<file path="src/rtl/regfile_master_pkg.sv">
`default_nettype none
// ============================================================================
// Module   : regfile_master_pkg
// Brief    : Shared constants, op codes and state encoding for regfile_master.
//            REGFILE_MASTER_VERIFY_EN adds the write-verify state.
// Revision : 1.0 - initial release
// ============================================================================
package regfile_master_pkg;

    localparam int DATA_W = 4;
    localparam int ADDR_W = 3;

    localparam logic [1:0] OP_WRITE = 2'b00;
    localparam logic [1:0] OP_READ  = 2'b01;
    localparam logic [1:0] OP_FILL  = 2'b10;
    localparam logic [1:0] OP_RSVD  = 2'b11;

    typedef enum logic [2:0] {
        ST_IDLE = 3'd0,
        ST_WR   = 3'd1,
        ST_RD   = 3'd2,
        ST_FILL = 3'd3,
        ST_RESP = 3'd4
`ifdef REGFILE_MASTER_VERIFY_EN
        ,
        ST_VFY  = 3'd5
`endif
    } state_t;

endpackage
`default_nettype wire

</file>
<file path="src/rtl/regfile_addr_counter.sv">
`default_nettype none
// ============================================================================
// Module   : regfile_addr_counter
// Brief    : ADDR_W-bit up-counter with clear/enable and terminal-count flag,
//            used to sweep every regfile address during FILL.
// Revision : 1.0 - initial release
// ============================================================================
module regfile_addr_counter #(
    parameter int ADDR_W = 3
) (
    input  logic              clk,
    input  logic              a_reset,
    input  logic              i_clr,
    input  logic              i_en,
    output logic [ADDR_W-1:0] o_count,
    output logic              o_tc
);

    logic [ADDR_W-1:0] r_count;

    // Count up when enabled; clear has priority; wraps naturally at the top.
    always_ff @(posedge clk or negedge a_reset) begin
        if (!a_reset) begin
            r_count <= '0;
        end else if (i_clr) begin
            r_count <= '0;
        end else if (i_en) begin
            r_count <= r_count + 1'b1;
        end
    end

    assign o_count = r_count;
    assign o_tc    = &r_count;

endmodule
`default_nettype wire

</file>
<file path="src/rtl/regfile_master.sv">
`default_nettype none
// ============================================================================
// Module   : regfile_master
// Brief    : Command initiator for an 8 x 4-bit register file. Executes WRITE,
//            READ and FILL commands one at a time and returns read data on a
//            valid/ready response channel.
//            Optional macro REGFILE_MASTER_VERIFY_EN: read back after every
//            WRITE and raise a sticky err on mismatch.
// Revision : 1.0 - initial release
// ============================================================================
module regfile_master
    import regfile_master_pkg::*;
#(
    parameter int DATA_W = regfile_master_pkg::DATA_W,
    parameter int ADDR_W = regfile_master_pkg::ADDR_W
) (
    input  logic              clk,
    input  logic              a_reset,
    input  logic              cmd_valid,
    output logic              cmd_ready,
    input  logic [1:0]        cmd_op,
    input  logic [ADDR_W-1:0] cmd_addr,
    input  logic [DATA_W-1:0] cmd_data,
    output logic              rsp_valid,
    input  logic              rsp_ready,
    output logic [DATA_W-1:0] rsp_data,
    output logic [ADDR_W-1:0] rsp_addr,
    output logic              rf_we,
    output logic [ADDR_W-1:0] rf_a,
    output logic [DATA_W-1:0] rf_d,
    input  logic [DATA_W-1:0] rf_q,
    output logic              busy,
    output logic              err
);

    state_t            r_state, w_state_nxt;
    logic [ADDR_W-1:0] r_addr, w_addr_nxt;
    logic [DATA_W-1:0] r_data, w_data_nxt;
    logic              r_rf_we, w_rf_we_nxt;
    logic [ADDR_W-1:0] r_rf_a, w_rf_a_nxt;
    logic [DATA_W-1:0] r_rf_d, w_rf_d_nxt;
    logic              r_rsp_valid, w_rsp_valid_nxt;
    logic [DATA_W-1:0] r_rsp_data, w_rsp_data_nxt;
    logic [ADDR_W-1:0] r_rsp_addr, w_rsp_addr_nxt;
    logic              w_cnt_clr, w_cnt_en, w_cnt_tc;
    logic [ADDR_W-1:0] w_cnt;
`ifdef REGFILE_MASTER_VERIFY_EN
    logic              r_err, w_err_nxt;
`endif

    regfile_addr_counter #(
        .ADDR_W (ADDR_W)
    ) u_fill_cnt (
        .clk     (clk),
        .a_reset (a_reset),
        .i_clr   (w_cnt_clr),
        .i_en    (w_cnt_en),
        .o_count (w_cnt),
        .o_tc    (w_cnt_tc)
    );

    // Next-state and next-output logic; write enable defaults low so only WR/FILL drive it.
    always_comb begin
        w_state_nxt     = r_state;
        w_addr_nxt      = r_addr;
        w_data_nxt      = r_data;
        w_rf_we_nxt     = 1'b0;
        w_rf_a_nxt      = r_rf_a;
        w_rf_d_nxt      = r_rf_d;
        w_rsp_valid_nxt = r_rsp_valid;
        w_rsp_data_nxt  = r_rsp_data;
        w_rsp_addr_nxt  = r_rsp_addr;
        w_cnt_clr       = 1'b0;
        w_cnt_en        = 1'b0;
`ifdef REGFILE_MASTER_VERIFY_EN
        w_err_nxt       = r_err;
`endif
        case (r_state)
            ST_IDLE: begin
                if (cmd_valid) begin
                    w_addr_nxt = cmd_addr;
                    w_data_nxt = cmd_data;
                    case (cmd_op)
                        OP_WRITE: begin
                            w_state_nxt = ST_WR;
                            w_rf_we_nxt = 1'b1;
                            w_rf_a_nxt  = cmd_addr;
                            w_rf_d_nxt  = cmd_data;
                        end
                        OP_READ: begin
                            w_state_nxt = ST_RD;
                            w_rf_a_nxt  = cmd_addr;
                        end
                        OP_FILL: begin
                            w_state_nxt = ST_FILL;
                            w_rf_we_nxt = 1'b1;
                            w_rf_a_nxt  = '0;
                            w_rf_d_nxt  = cmd_data;
                            w_cnt_clr   = 1'b1;
                        end
                        default: begin
                            // Reserved op: consumed without side effects.
                            w_state_nxt = ST_IDLE;
                        end
                    endcase
                end
            end
            ST_WR: begin
`ifdef REGFILE_MASTER_VERIFY_EN
                // Hold rf_a on the written address so rf_q reflects it next cycle.
                w_state_nxt = ST_VFY;
`else
                w_state_nxt = ST_IDLE;
`endif
            end
`ifdef REGFILE_MASTER_VERIFY_EN
            ST_VFY: begin
                w_state_nxt = ST_IDLE;
                if (rf_q != r_data) begin
                    w_err_nxt = 1'b1;
                end
            end
`endif
            ST_RD: begin
                w_state_nxt     = ST_RESP;
                w_rsp_valid_nxt = 1'b1;
                w_rsp_data_nxt  = rf_q;
                w_rsp_addr_nxt  = r_addr;
            end
            ST_FILL: begin
                if (w_cnt_tc) begin
                    w_state_nxt = ST_IDLE;
                    w_cnt_clr   = 1'b1;
                end else begin
                    w_rf_we_nxt = 1'b1;
                    w_rf_a_nxt  = w_cnt + 1'b1;
                    w_cnt_en    = 1'b1;
                end
            end
            ST_RESP: begin
                if (r_rsp_valid && rsp_ready) begin
                    w_rsp_valid_nxt = 1'b0;
                    w_state_nxt     = ST_IDLE;
                end
            end
            default: begin
                w_state_nxt = ST_IDLE;
            end
        endcase
    end

    // State and registered outputs; reset clears everything immediately.
    always_ff @(posedge clk or negedge a_reset) begin
        if (!a_reset) begin
            r_state     <= ST_IDLE;
            r_addr      <= '0;
            r_data      <= '0;
            r_rf_we     <= 1'b0;
            r_rf_a      <= '0;
            r_rf_d      <= '0;
            r_rsp_valid <= 1'b0;
            r_rsp_data  <= '0;
            r_rsp_addr  <= '0;
        end else begin
            r_state     <= w_state_nxt;
            r_addr      <= w_addr_nxt;
            r_data      <= w_data_nxt;
            r_rf_we     <= w_rf_we_nxt;
            r_rf_a      <= w_rf_a_nxt;
            r_rf_d      <= w_rf_d_nxt;
            r_rsp_valid <= w_rsp_valid_nxt;
            r_rsp_data  <= w_rsp_data_nxt;
            r_rsp_addr  <= w_rsp_addr_nxt;
        end
    end

`ifdef REGFILE_MASTER_VERIFY_EN
    // Sticky readback-mismatch flag, cleared only by reset.
    always_ff @(posedge clk or negedge a_reset) begin
        if (!a_reset) begin
            r_err <= 1'b0;
        end else begin
            r_err <= w_err_nxt;
        end
    end
    assign err = r_err;
`else
    assign err = 1'b0;
`endif

    assign cmd_ready = (r_state == ST_IDLE);
    assign busy      = (r_state != ST_IDLE);
    assign rf_we     = r_rf_we;
    assign rf_a      = r_rf_a;
    assign rf_d      = r_rf_d;
    assign rsp_valid = r_rsp_valid;
    assign rsp_data  = r_rsp_data;
    assign rsp_addr  = r_rsp_addr;

endmodule
`default_nettype wire

</file>
<file path="config.mk">
export PLATFORM = sky130hd
export DESIGN_NAME = regfile_master
export DESIGN_NICKNAME = d
export VERILOG_FILES = /design/src/rtl/regfile_master_pkg.sv /design/src/rtl/regfile_addr_counter.sv /design/src/rtl/regfile_master.sv
export SDC_FILE = /design/constraint.sdc
export NUM_CORES = 1
export LEC_CHECK = 0
export ABC_AREA = 0
export CAP_MARGIN = 20
export CORE_MARGIN = 4
export CORE_UTILIZATION = 40
export CTS_CLUSTER_SIZE = 10
export DETAILED_ROUTE_END_ITERATION = 10
export GPL_TIMING_DRIVEN = 0
export PLACE_DENSITY = 0.7
export SLEW_MARGIN = 10
export SYNTH_ARGS = -nofsm -noshare
export SYNTH_HDL_FRONTEND = slang
export SYNTH_HIERARCHICAL = 1
export SYNTH_SLANG_ARGS = --single-unit
</file>
<file path="constraint.sdc">
create_clock -name clk -period 2.2 [get_ports clk]
set_clock_uncertainty 0.1 [all_clocks]
set_input_delay 0.44 -clock clk [delete_from_list [all_inputs] [get_ports clk]]
set_output_delay 0.44 -clock clk [all_outputs]
set_load 0.01 [all_outputs]
</file>
== Word level (Yosys, flattened, before mapping) ==
Cells that the tools add are included.
Word-level totals
  input port bits: 17
  word-level logic and storage cells: 57
  latch bits: 0
  memories kept: 0
  memory bits (writable): 0
  bits in registers: 25
  ROM bits: 0
Operators by class
  equality and inequality tests: 10
  shift-type cells: 0
  reduce and logical (&&, ||, !) cells: 15
  $add $sub $neg: 1
  magnitude comparators: 0
  bitwise logic cells: 0
  multiply operators: 0
  divide/modulo/power cells: 0
  muxes and demuxes: 22
Operators with widths (number)
  3-bit two-way mux: 7
  3-bit case mux with 2 select lines: 2
  3-bit case mux with 4 select lines: 1
  3-bit AND reduction: 3
  1-bit two-way mux: 8
  3-bit by 2-bit == test with 1-bit output (second input constant): 2
  2-bit != test (second input constant): 3
  1-bit case mux with 2 select lines: 3
  2-bit case mux with 3 select lines: 1
  2-bit nonzero test: 3
  2-bit AND reduction: 2
  4-bit AND reduction: 1
  2-bit OR reduction: 2
  3-bit by 1-bit adder with 3-bit output (second input constant): 1
  3-bit == test (second input constant): 1
  3-bit zero test: 1
  3-bit by 2-bit != test with 1-bit output (second input constant): 1
  3-bit nonzero test: 1
  2-bit by 1-bit == test with 1-bit output (second input constant): 1
  2-bit == test (second input constant): 1
  2-bit zero test: 1
  2-bit by 1-bit != test with 1-bit output (second input constant): 1
  1-bit logical AND: 1

== Depth between registers and ports, before layout ==
Gate-level depths: netlist of run 1.
  word-level depth: 5
  mapped depth: 5
  gate-level depth less buffers: 5

== Hierarchy ==
Netlist of run 1, hierarchy kept.
By module, submodules not included
  regfile_master: area an instance 1048.5 sq um, times used 1, cells an instance 80
  regfile_addr_counter: area an instance 140.1 sq um, times used 1, cells an instance 11

== Least setup slack after synthesis of run 1 ==
No wires, ideal clock.
  kind: input to register
  start point: input port cmd_op[0]
  end point: register r_rf_a[0], in the netlist rf_a[0]
  data required time: 1.975 ns
  stages on the path: 5
  path slack: 0.472 ns
  path buffers: 0
  data arrival time: 1.503 ns
  setup time: 0.125 ns
  path through: inv_1 > ha_1 > or3_1 > o2bb2ai_2 > mux2_2
Between the ends
  longest elaborated chain between the ends: 5
  elaborated cells between the ends (all ways): 9
RTL lines
  from (decl): line regfile_master.sv:21  | input logic [1:0] cmd_op,
  2-bit by 1-bit == test with 1-bit output / 2-bit zero test (equally long branches): line regfile_master.sv:83  | case (cmd_op)
  2-bit OR reduction (no source line)
  3-bit case mux with 2 select lines: line regfile_master.sv:83
  3-bit two-way mux: line regfile_master.sv:80  | if (cmd_valid) begin
  3-bit case mux with 2 select lines: line regfile_master.sv:78  | case (r_state)
  to (signal assigned): line regfile_master.sv:169  | r_rf_a <= w_rf_a_nxt;
  to (decl): line regfile_master.sv:40  | logic [ADDR_W-1:0] r_rf_a, w_rf_a_nxt;
Parallel ways exist; a longest one is shown, timed or not. The select of a mux whose other input is x is not followed.
A chain may end at the register's enable or synchronous reset.

== Final worst setup path of run 1 ==
  start point: register r_state[0]
  end point: output port busy
Between the ends
  longest elaborated chain between the ends: 1
RTL lines
  from (decl): line regfile_master.sv:36  | state_t r_state, w_state_nxt;
  from (signal assigned): line regfile_master.sv:165  | r_state <= w_state_nxt;
  3-bit nonzero test: line regfile_master.sv:192  | assign busy = (r_state != ST_IDLE);
  to (decl): line regfile_master.sv:32  | output logic busy,
No other way between the ends.

==> results of run 1 <==
==> repair_timing <==
| item | CTS | global route |
|---|---|---|
| endpoints found under the setup margin | 2 | 0 |
| endpoints found under the hold margin | 0 | 0 |
| setup buffers | 3 | 0 |
| gates resized for setup | 4 | 0 |
| hold buffers | 0 | 0 |
==> cells in the final DEF (no fill, tap or decap), types with 2 or more instances in the layout <==
cell and n:
nor2_1 7, mux2i_1 4, dfrtp_2 3, clkbuf_4 3, ha_1 7, nand2_1 2
dfrtp_1 22, nand2b_1 3, mux2_2 18, a21oi_1 2, xnor2_1 2, inv_1 4
clkdlybuf4s50_1 32, nand3b_1 2, o21ai_0 2, or3_1 2, buf_4 4
==> routing by layer <==
layer  part of all wire  vias to the layer above
met5                  0                        -
met3              0.080                        2
li1                   -                      391
met4             0.0055                        0
met2               0.47                       24
met1               0.44                      377
==> registers in the layout, indices dropped and copies added (netlist names) <==
register	count
rsp_data	4
r_state	3
rf_d	4
rsp_valid	1
rf_we	1
r_addr	3
u_fill_cnt/o_count	3
rf_a	3
rsp_addr	3
==> power groups by stage <==
stage               Clock [mW]  Combinational, mW  Sequential, mW
detailed placement           0              0.803           0.786
finish                   0.212              0.829           0.749
global route             0.242              0.901           0.776
floorplan                    0              0.312           0.835
global placement             0              0.783           0.773
CTS                      0.226              0.846           0.752
==> layout make-up <==
type                    count  area [µm²]  area share
inverters                   4        15.0     0.00928
well taps                  31        38.8      0.0240
clock buffers               3        22.5      0.0139
plain buffers               2        11.3     0.00696
multi-input cells          60         537       0.332
flip-flops and latches     25         629       0.389
clock inverters             1        7.51     0.00464
repair buffers             37         357       0.220
==> logic make-up (layout without fill, tap and decap cells) <==
kind of cell,count (synthesis),after routing,synth area share
other cells,1,1,0.00315
fa+ha+maj,7,7,0.0737
mux,22,22,0.204
flops,25,25,0.526
compound gates,8,8,0.0484
buf+inv,6,47,0.0221
xor+xnor,2,2,0.0147
simple gates,20,20,0.107
==> metrics by stage <==
stage                     utilization  cell area [µm²]  std cells  total power [mW]  setup WS [ns]
after floorplan                     -             1190         91              1.15          0.472
after global placement          0.559             1570        156              1.56         -0.159
after detailed placement        0.559             1570        156              1.59         -0.180
after CTS                       0.579             1620        163              1.82         0.0319
after global routing            0.577             1620        163              1.92         0.0151
final                           0.577             1620        163              1.79         0.0467
==> worst paths after layout <==
| check | startpoint | endpoint | cells after the start |
|---|---|---|---|
| min reg2reg | r_addr[2] | r_addr[2] | 1 |
| min in group clk | r_addr[2] | r_addr[2] | 1 |
| max reg2reg | r_state[0] | rf_a[1] | 4 |
| max | r_state[0] | busy | 2 |
| max in group asynchronous | a_reset | r_state[2] | 1 |
| min | a_reset | rf_d[3] | 1 |
==> flow_summary.json, run 1 <==
{
  "status": "finished, violations left",
  "violations": "negative hold slack",
  "synthTopCellsByCount": "dfrtp_1 (25), mux2_2 (18), ha_1 (7), nor2_1 (7)",
  "synth_most_common_cell": "dfrtp_1",
  "drtAntennaViolNets": 0,
  "grt_pass1_vias": 921,
  "start_kind": "flop",
  "finalHoldViolCount": 25,
  "cts_max_level": 1,
  "drtIter0Drc": 24,
  "grt_max_degree": 26,
  "busiest_layer": "met2",
  "nNetsFinal": 157,
  "cp_slowest_cell": "clkdlybuf4s50_1",
  "crit_family": "buffers and inverters",
  "worstPathArrival_ns": 1.61,
  "post-route-min-period_ns": 2.15,
  "synthCells": 91,
  "num_rows": 19,
  "met3_usage": 0.0414,
  "rrSetupSlack_ns": 0.34,
  "clock_power_share": 0.118,
  "n_fill_cell": 251,
  "die-area_mm2": 0.00391,
  "ys_types": 24,
  "p_sw_mw": 0.555,
  "drt-total-wl_mm": 2.36,
  "numCtsBuffers": 3,
  "drive_above_1_share": 0.258,
  "die_h_um": 62.5,
  "end_kind": "output port",
  "synth_area_mm2": 0.00119,
  "areaGrowthSynthToFinish_pct": 36.1,
  "grt_pass1_wl_mm": 4.07,
  "top_level_ports": 36,
  "dp_hpwl_mm": 1.78,
  "core_mm2": 0.00281,
  "vias": 794,
  "use_met2": 0.220,
  "p_leak_nw": 0.736,
  "overflow": 0,
  "fin_crit_sh": 0.979,
  "seq_power_share": 0.418,
  "rsz0062_at_grt": "no",
  "slew_viol_final": 0,
  "drv_cap": 0,
  "synth-async-reset-ratio": 1.00,
  "finalSetupViolCount": 0,
  "num_antenna_cells": 0,
  "synth_nets": 115,
  "hold_slack_ns": -0.0157,
  "criticalPathCategory": "reg -> out",
  "p_int_mw": 1.23,
  "worstHoldPathType": "in -> async",
  "path_buf_inv": 1,
  "combPwrFrac": 0.463,
  "clock_sinks": 25,
  "sw_frac_of_total": 0.310,
  "track_usage": 0.128,
  "drtPass1Iterations": 3,
  "synth-edff-count": 0,
  "ys_seq_area_frac": 0.526,
  "cts_tree": "done",
  "synth_largest_area_cell": "dfrtp_1",
  "met1_usage": 0.152,
  "yosys_warnings": 6,
  "vdd_ir_drop_max_v": 0.000626,
  "clockBufferDepth": 2,
  "start_util": 0.424,
  "insertion_delay_ns": 0.32,
  "required_ns": 1.66,
  "worst_pin_slew_ns": 0.552,
  "tns_ns": 0,
  "synth_top_area_frac": 0.526,
  "antenna_found_initial": 0,
  "cpPeakStageDelay_ns": 0.49,
  "avgRoutedWirePerCell_um": 14.5,
  "cellPowerDensity_mw_per_mm2": 1110,
  "die_w_um": 62.5,
  "clk_pin_slew_worst_paths_ns": 0.14,
  "slew_headroom": 0.632,
  "maxClockFrequency_ghz": 0.464,
  "path_cells": "or3_1, clkdlybuf4s50_1",
  "cts_root_buffer": "clkbuf_4",
  "drcViolationCount": 0,
  "synthTopCellsByArea": "dfrtp_1 (53%), mux2_2 (17%), ha_1 (7.4%)",
  "cp_max_fo": 2,
  "synthFlopType": "dfrtp_1",
  "syn_avg_cell_area_um2": 13.1,
  "place_congestion": 0.734,
  "ys_ff_latch": 25,
  "route.detailed.vias_per_inst": 4.87,
  "port_buffers": 34
}
(Power assumes the default switching activity.)
==> run 2: changes to the inputs <==
Settings changed: CAP_MARGIN 20 to default.
==> results of run 2 <==
Final layout, timing and power as in run 1 (identical DEF).
==> run 3: changes to the inputs <==
--- a/config.mk
+++ b/config.mk
@@ -13,3 +13,3 @@
 export GPL_TIMING_DRIVEN = 0
-export PLACE_DENSITY = 0.7
+export PLACE_DENSITY = 0.73
 export SLEW_MARGIN = 10
==> constraint.sdc (replaced) <==
create_clock -name clk -period 1.8 [get_ports clk]
set_clock_uncertainty 0.1 [all_clocks]
set_input_delay 0.45 -clock clk [delete_from_list [all_inputs] [get_ports clk]]
set_output_delay 0.45 -clock clk [all_outputs]
set_load 0.01 [all_outputs]
==> run 3 against run 2 <==
Against the previous run:
- the flow finishes with violations (negative setup slack)
- global-route usage fell by 0.11 points
- worst setup slack got worse by 0.089 ns
- non-clock buffer count rose by 2
- largest cell class unchanged
- clock power rose by 25%
- sequential power rose by 21%
- cell count rose by 1.2%
- register-to-register slack got worse by 0.27 ns
- sequential cell count did not move
- highest routed layer unchanged
- combinational power rose by 23%
==> flow_summary.json, run 3 (same netlist as run 1, synthesis figures left out) <==
{
  "status": "finished, violations left",
  "violations": "negative setup slack",
  "worstPathArrival_ns": 1.29,
  "top_level_ports": 36,
  "vdd_ir_drop_max_v": 0.000656,
  "path_cells": "or3_4, buf_2",
  "clockBufferDepth": 2,
  "combPwrFrac": 0.465,
  "vias": 842,
  "start_kind": "flop",
  "post-route-min-period_ns": 1.84,
  "die_w_um": 62.5,
  "worst_pin_slew_ns": 1.08,
  "slew_viol_final": 0,
  "die-area_mm2": 0.00391,
  "start_util": 0.424,
  "core_mm2": 0.00281,
  "die_h_um": 62.5,
  "drtAntennaViolNets": 0,
  "drv_cap": 0,
  "finalSetupViolCount": 2,
  "avgRoutedWirePerCell_um": 14.8,
  "clock_power_share": 0.120,
  "drtPass1Iterations": 4,
  "p_leak_nw": 0.884,
  "worstHoldPathType": "reg -> reg",
  "criticalPathCategory": "reg -> out",
  "cp_slowest_cell": "dfrtp_2",
  "dp_hpwl_mm": 1.78,
  "port_buffers": 34,
  "tns_ns": -0.0823,
  "areaGrowthSynthToFinish_pct": 42.8,
  "num_rows": 19,
  "grt_pass1_wl_mm": 4.06,
  "numCtsBuffers": 3,
  "reg2regPathDepth": 4,
  "cts_max_level": 1,
  "antenna_found_initial": 0,
  "slew_headroom": 0.281,
  "required_ns": 1.25,
  "overflow": 0,
  "num_antenna_cells": 0,
  "drt-total-wl_mm": 2.44,
  "cp_max_fo": 2,
  "cts_root_buffer": "clkbuf_4",
  "clk_pin_slew_worst_paths_ns": 0.15,
  "cts_tree": "done",
  "track_usage": 0.127,
  "total_power_mw": 2.19,
  "nNetsFinal": 159,
  "finalHoldViolCount": 0,
  "cpPeakStageDelay_ns": 0.44,
  "grt_pass1_vias": 949,
  "fin_ws_ns": -0.0418,
  "placed_cell_area_mm2": 0.00157,
  "clock_sinks": 25,
  "hold_slack_ns": 0.420,
  "sw_frac_of_total": 0.318,
  "drtIter0Drc": 21,
  "p_int_mw": 1.50,
  "rsz0062_at_grt": "yes",
  "grt_max_degree": 26,
  "route.detailed.vias_per_inst": 5.10,
  "final_area_mm2": 0.00170,
  "maxClockFrequency_ghz": 0.543,
  "layout_commonest_cell": "dfrtp_1",
  "drcViolationCount": 0,
  "hold-path-cell-count": 1,
  "drive_above_1_share": 0.321,
  "layout_common_cells": "dfrtp_1 (22), mux2_2 (18), clkdlybuf4s50_1 (16), dlymetal6s2s_1 (12), buf_4 (7)",
  "fin_crit_sh": 1.02,
  "end_kind": "output port",
  "seq_power_share": 0.415,
  "insertion_delay_ns": 0.32,
  "cts_hold_buf": 0,
  "place_congestion": 0.718,
  "cellPowerDensity_mw_per_mm2": 1290,
  "p_sw_mw": 0.698
}
[run 3: changes by cell type in the layout (fill, tap and decap cells not counted), sizes merged]
cell	previous run	this run
clkdlybuf4s50	32	16
dlygate4sd2	1	3
clkbuf	4	3
dlymetal6s2s	0	12
buf	5	9
clkdlybuf4s15	0	1
[run 3: layer usage]
| metal | up-vias | wire length, µm | global-route usage |
|---|---|---|---|
| met4 | 0 | 66 | 0.0551 |
| li1 | 400 | - | - |
| met2 | 28 | 1210 | 0.225 |
| met1 | 406 | 1040 | 0.146 |
| met3 | 8 | 123 | 0.0288 |
| met5 | - | 0 | 0 |
[run 3: cell type report]
cell class,instances,area [µm²]
Clock buffer,3,22.5
Tap cell,31,38.8
Clock inverter,1,7.51
Inverter,4,15.0
Multi-Input combinational cell,60,569
Fill cell,243,1110
Buffer,1,7.51
Sequential cell,25,629
Timing Repair Buffer,40,408
[run 3: path summary, 6_finish.rpt]
path / slack (ns) / end / start
worst max register to register: 0.07 / rf_a[1] / r_state[2]
worst min register to register: 0.42 / rsp_addr[0] / rsp_addr[0]
worst min-delay path: 0.42 / rsp_addr[0] / rsp_addr[0]
min in group asynchronous: 0.59 / rf_a[1] / a_reset
max in group asynchronous: 0.30 / r_state[1] / a_reset
worst max-delay path: -0.04 / busy / r_state[2]
[run 3: through the flow]
stage | utilization | setup WS (ns) | std cells
3_5_place_dp | 0.559 | -0.569 | 156
2_1_floorplan | - | 0.0621 | 91
3_3_place_gp | 0.559 | -0.536 | 156
5_1_grt | 0.605 | -0.0882 | 165
6_report | 0.605 | -0.0418 | 165
4_1_cts | 0.585 | -0.0623 | 165
[run 3: power by group through the flow]
stage               combinational (mW)  sequential, mW  clock [mW]
floorplan                        0.381            1.02           0
global placement                 0.958           0.940           0
detailed placement               0.974           0.957           0
CTS                               1.03           0.917       0.262
global route                      1.10           0.943       0.287
finish                            1.02           0.910       0.264
[run 3: worst max-delay path, delay by kind of cell (launching register included)]
family	cells	cell delay, ns
buffers and inverters	1	0.15
flip-flops	1	0.44
AND/OR/NAND/NOR	1	0.39
[run 3: timing repair]
item,in CTS,in global routing
endpoints found under the setup margin,12,25
pin swaps,1,3
buffers inserted,5,1
resized for setup,19,18
